## config.mk

```make
export PLATFORM = sky130hd
export DESIGN_NAME = spec_fifo_arb
export DESIGN_NICKNAME = d
export VERILOG_FILES = /design/src/rtl/spec_fifo_arb.sv
export SDC_FILE = /design/constraint.sdc
export NUM_CORES = 1
export LEC_CHECK = 0
export BUFFER_PORTS_ARGS = -buffer_cell sky130_fd_sc_hd__buf_2
export CORE_MARGIN = 3
export CORE_UTILIZATION = 40
export CTS_CLUSTER_DIAMETER = 120
export DETAILED_ROUTE_END_ITERATION = 6
export GPL_TIMING_DRIVEN = 0
export PLACE_DENSITY = 0.87
export REMOVE_ABC_BUFFERS = 1
export SETUP_SLACK_MARGIN = 0.3
export SLEW_MARGIN = 10
export SYNTH_ARGS = -nofsm -noshare
export SYNTH_HDL_FRONTEND = slang
export SYNTH_SLANG_ARGS = --single-unit
```

## constraint.sdc

```tcl
create_clock -name clk -period 4.7 [get_ports clk]
set_clock_uncertainty 0.15 [all_clocks]
set_input_delay 0.47 -clock clk [delete_from_list [all_inputs] [get_ports clk]]
set_output_delay 0.47 -clock clk [all_outputs]
set_load 0.02 [all_outputs]
```

## src/rtl/spec_fifo_arb.sv

```systemverilog
// Round-robin packet arbiter feeding a speculative FIFO: forwards one requester's
// beats at a time, commits on the last beat, reverts on abort or stall timeout.
module spec_fifo_arb #(
  parameter int WIDTH     = 32,
  parameter int NREQ      = 4,
  parameter int MAX_STALL = 255
) (
  input  logic                      clk,
  input  logic                      reset,
  input  logic [NREQ-1:0]           req_valid,
  input  logic [NREQ*WIDTH-1:0]     req_data,
  input  logic [NREQ-1:0]           req_last,
  input  logic [NREQ-1:0]           req_abort,
  output logic [NREQ-1:0]           req_ready,
  output logic                      fifo_valid,
  output logic [WIDTH-1:0]          fifo_data,
  input  logic                      fifo_ready,
  output logic                      fifo_commit,
  output logic                      fifo_revert,
  output logic [$clog2(NREQ)-1:0]   grant_id,
  output logic                      busy,
  output logic                      drop_pulse,
  output logic                      drop_reason
);

  localparam int GW = $clog2(NREQ);
  localparam int SW = $clog2(MAX_STALL + 1);

  typedef enum logic [1:0] {IDLE, XFER, FLUSH} state_t;

  state_t          state, state_nxt;
  logic [GW-1:0]   rr_ptr, pick_id, next_ptr, idx;
  logic            pick_found;
  logic [SW-1:0]   stall_cnt;
  logic            stall_max, stall_clr, stall_inc;
  logic            grant_load, end_pkt, drop_set, drop_why;

  // First requesting index at or after rr_ptr, wrapping modulo NREQ
  always_comb begin
    pick_found = 1'b0;
    pick_id    = '0;
    idx        = '0;
    for (int k = 0; k < NREQ; k++) begin
      idx = GW'((int'(rr_ptr) + k) % NREQ);
      if (!pick_found && req_valid[idx]) begin
        pick_found = 1'b1;
        pick_id    = idx;
      end
    end
  end

  assign next_ptr  = (grant_id == GW'(NREQ - 1)) ? '0 : grant_id + GW'(1);
  assign fifo_data = req_data[grant_id*WIDTH +: WIDTH];
  assign busy      = (state != IDLE);
  assign stall_max = (stall_cnt == SW'(MAX_STALL));

  always_comb begin
    state_nxt   = state;
    req_ready   = '0;
    fifo_valid  = 1'b0;
    fifo_commit = 1'b0;
    fifo_revert = 1'b0;
    grant_load  = 1'b0;
    end_pkt     = 1'b0;
    drop_set    = 1'b0;
    drop_why    = 1'b0;
    stall_clr   = 1'b0;
    stall_inc   = 1'b0;
    case (state)
      IDLE: begin
        if (pick_found) begin
          grant_load = 1'b1;
          stall_clr  = 1'b1;
          state_nxt  = XFER;
        end
      end
      XFER: begin
        if (req_abort[grant_id]) begin
          fifo_revert = 1'b1;
          drop_set    = 1'b1;
          end_pkt     = 1'b1;
          state_nxt   = IDLE;
        end else if (stall_max) begin
          fifo_revert = 1'b1;
          drop_set    = 1'b1;
          drop_why    = 1'b1;
          state_nxt   = FLUSH;
        end else begin
          fifo_valid          = req_valid[grant_id];
          req_ready[grant_id] = fifo_ready;
          if (req_valid[grant_id] && fifo_ready) begin
            stall_clr = 1'b1;
            if (req_last[grant_id]) begin
              fifo_commit = 1'b1;
              end_pkt     = 1'b1;
              state_nxt   = IDLE;
            end
          end else if (!fifo_ready) begin
            stall_inc = 1'b1;
          end
        end
      end
      FLUSH: begin
        // Swallow the rest of a timed-out packet so the requester can move on
        req_ready[grant_id] = 1'b1;
        if ((req_valid[grant_id] && req_last[grant_id]) || req_abort[grant_id]) begin
          end_pkt   = 1'b1;
          state_nxt = IDLE;
        end
      end
      default: state_nxt = IDLE;
    endcase
  end

  always_ff @(posedge clk or posedge reset) begin
    if (reset) begin
      state       <= IDLE;
      grant_id    <= '0;
      rr_ptr      <= '0;
      stall_cnt   <= '0;
      drop_pulse  <= 1'b0;
      drop_reason <= 1'b0;
    end else begin
      state      <= state_nxt;
      drop_pulse <= drop_set;
      if (grant_load) grant_id <= pick_id;
      if (end_pkt) rr_ptr <= next_ptr;
      if (drop_set) drop_reason <= drop_why;
      if (stall_clr) stall_cnt <= '0;
      else if (stall_inc) stall_cnt <= stall_cnt + SW'(1);
    end
  end

endmodule

```

==> results.ini <==
[status]
status = finished clean

[synth]
synth.largest_area_cell = mux4_2
synth-edff-count = 0
yosys-top-cells-count = 35 x mux4_2, 16 x dfrtp_1, 14 x inv_1
mappedNetlistArea_um2 = 1956
avgSynthCellArea_um2 = 11.11
syn-instance-count = 176
synth.area.top_cells = mux4_2 40%, dfrtp_1 20%, ha_1 5.8%, a21oi_1 2.8%, inv_1 2.7%
async_reset_ff_share_pct = 100.0
post-synth-top-area-fraction_pct = 40.31
synth.most_common_cell = mux4_2
synth_seq_cells = 16
yosys.cell_types.count = 42
yosys_warnings = 0
synth_top_flop_cell = dfrtp_1
synth_sequential_area_ratio_pct = 20.47

[cts]
cts.clk_slew.worst_paths_ns = 0.06
cts_resized = 0
ctsHoldBuffers = 0
cts_inserted_buffers = 3
cts_tree = done
cts.repair_timing.setup_buffer_count = 0
cts.sinks = 16
worst_skew_pair.late_latency_ns = 0.25
clock_tree.root_cell = clkbuf_8
cts_max_level = 1
max-clock-path-buffers = 2

[cells_and_area]
syn_to_final_growth_pct = 52.27
fin_util_pct = 65.67
postLayoutCellArea_um2 = 2978
n_antenna_cell = 0
post_route_cells_drive_above_1_share_pct = 64.23
layout.nets = 508

[floorplanning]
floorplan.die.width_um = 75.92
design.core.area_um2 = 4534
boundaryPins = 187
start_util_pct = 43.13
die_h_um = 75.92
fp-row-count = 24
die_outline_area_um2 = 5764

[job]
max_cap_viol_count = 0

[route]
wl_met1_um = 2862
routed_via_density = 5.624
route.met2.wl_um = 4307
detail_route.iter0.violations = 128
route.detailed.wl_per_inst_um = 19.42
highest_layer = met4
total_vias_in_the_final_route = 2362
drc = 0
drt_pass1_iterations = 4
met3RoutedLength_um = 713
detail_route.wirelength_um = 8158
ant_nets = 0

[critical_path]
crit_type = flip-flop to output pin
critical-path-slowest-cell = dfrtp_2
reg2reg_from = grant_id[0]
startpoint = grant_id[0]
crit_family = compound AO/OA/AOI/OAI gates
crit_path_launch_type = flip-flop
cp.buffers_inverters = 2
end_kind = output pin
crit_fanout = 24
crit_required_ns = 4.08
worst_path_max_stage_delay_ns = 0.72
timing.critical_path.arrival_ns = 3.34
critical_path_cell_list = buf_12 -> mux4_2 -> a2111oi_0 -> o21ai_0 -> nor2_1 -> buf_2

[place]
dp.final_hpwl_um = 7068
detailed_place.area_um2 = 2933
place_congestion = 0.9238
buffer_ports.inserted = 186
preCtsSetupSlack_ns = 1.053

[timing]
max_freq_mhz = 252.8
rsz0062_at_grt = false
min_period_ns = 3.956
max_transition_viols_final = 0
fin_setup_tns_ns = 0
transition_time_of_the_tightest_slew_check_pin_ns = 0.8373
fin_ws_ns = 0.7442
slew_headroom_pct = 42.73
setup_violations = 0
min_period_over_period_pct = 84.17
final_hold_viol_count = 0

[grt]
number_of_global_route_vias_before_repair = 2486
antenna_found_initial = 0
grt_max_degree = 41
groute.usage.overall_pct = 27.78
grt_pass1_wl_um = 12780
gr-total-overflow = 0

[power]
worst_ir_drop_vdd_mv = 0.2925
cellPowerDensity_nw_per_um2 = 495.5
static-leakage-power_nw = 1.484

[worst_hold_path]
hold_path.class = primary input to async pin

[worst reg2reg max path, stage by stage, from the launching register on]
cell	delay [ns]
dfrtp_2	0.72
buf_12	0.29
mux4_2	0.64
a2111oi_0	0.70
o2bb2ai_1	0.38
nor2_1	0.11
[through the flow]
step	total power (W)	std cells	hold slack, ns
final	0.001475	420	0.1312
after global routing	0.001573	420	0.1771
after CTS	0.001478	420	0.1495
after detailed placement	0.001368	416	0.3478
after global placement	0.001340	415	0.3302
after floorplan	0.001026	164	0.2337
[where the power goes]
| group | total [W] | leakage (nW) | internal (W) | switching, W |
|---|---|---|---|---|
| Sequential | 0.000287 | 0.210 | 0.000169 | 0.000118 |
| Clock | 0.000108 | 0.0228 | 0.0000602 | 0.0000483 |
| Combinational | 0.00108 | 1.25 | 0.000518 | 0.000562 |
| Total | 0.00148 | 1.48 | 0.000748 | 0.000728 |
[kinds of logic after synthesis]
kind of cell	synth area share (%)
flip-flops	20.47
XOR/XNOR	0.4479
AO/OA/AOI/OAI	12.73
buffers and inverters	5.630
adder cells (fa/ha/maj)	5.758
multiplexers	41.97
AND/OR/NAND/NOR	12.99
[worst paths after layout]
check,to,slack (ns),cells after the start
max,req_ready[0],0.74,6
min,stall_cnt[3],0.13,2
max reg2reg,stall_cnt[0],1.56,5
min reg2reg,drop_reason,0.36,2
max in group asynchronous,grant_id[1],3.84,2
min in group clk,drop_reason,0.36,2
[state kept, by name, summed over array words and instances, names as in the netlist]
register / count
drop_pulse: 1
drop_reason: 1
grant_id: 2
rr_ptr: 2
stall_cnt: 8
state: 2
[cell type report]
type / instances / area [um^2]
well taps: 65 / 81.33
clock buffers: 4 / 45.04
inverters: 14 / 52.55
multi-input cells: 134 / 1445
flip-flops and latches: 16 / 402.9
fillers: 396 / 1556
repair buffers: 187 / 950.9
[cell usage in the layout (no fill, tap or decap), types with 2 or more instances in the layout]
master    instances
o21ai_0           7
a21oi_1          11
inv_1            14
dfrtp_2           2
a211oi_1          3
nor2_1           11
and3_1            3
or3_1             5
ha_1              9
nand2b_1          3
nand2_1          10
and2_1            2
buf_2           186
nand3_1           6
a211o_1           3
clkbuf_8          3
mux4_2           35
o211ai_1          2
dfrtp_1          14
and4b_1           3
[layer usage]
layer / vias to the layer above / track usage [%]
met1: 1128 / 31.37
met2: 138 / 51.24
met4: 0 / 9.964
met5: - / 0
met3: 29 / 6.161
li1: 1067 / -
No activity file was read; power rests on OpenSTA's default activity.
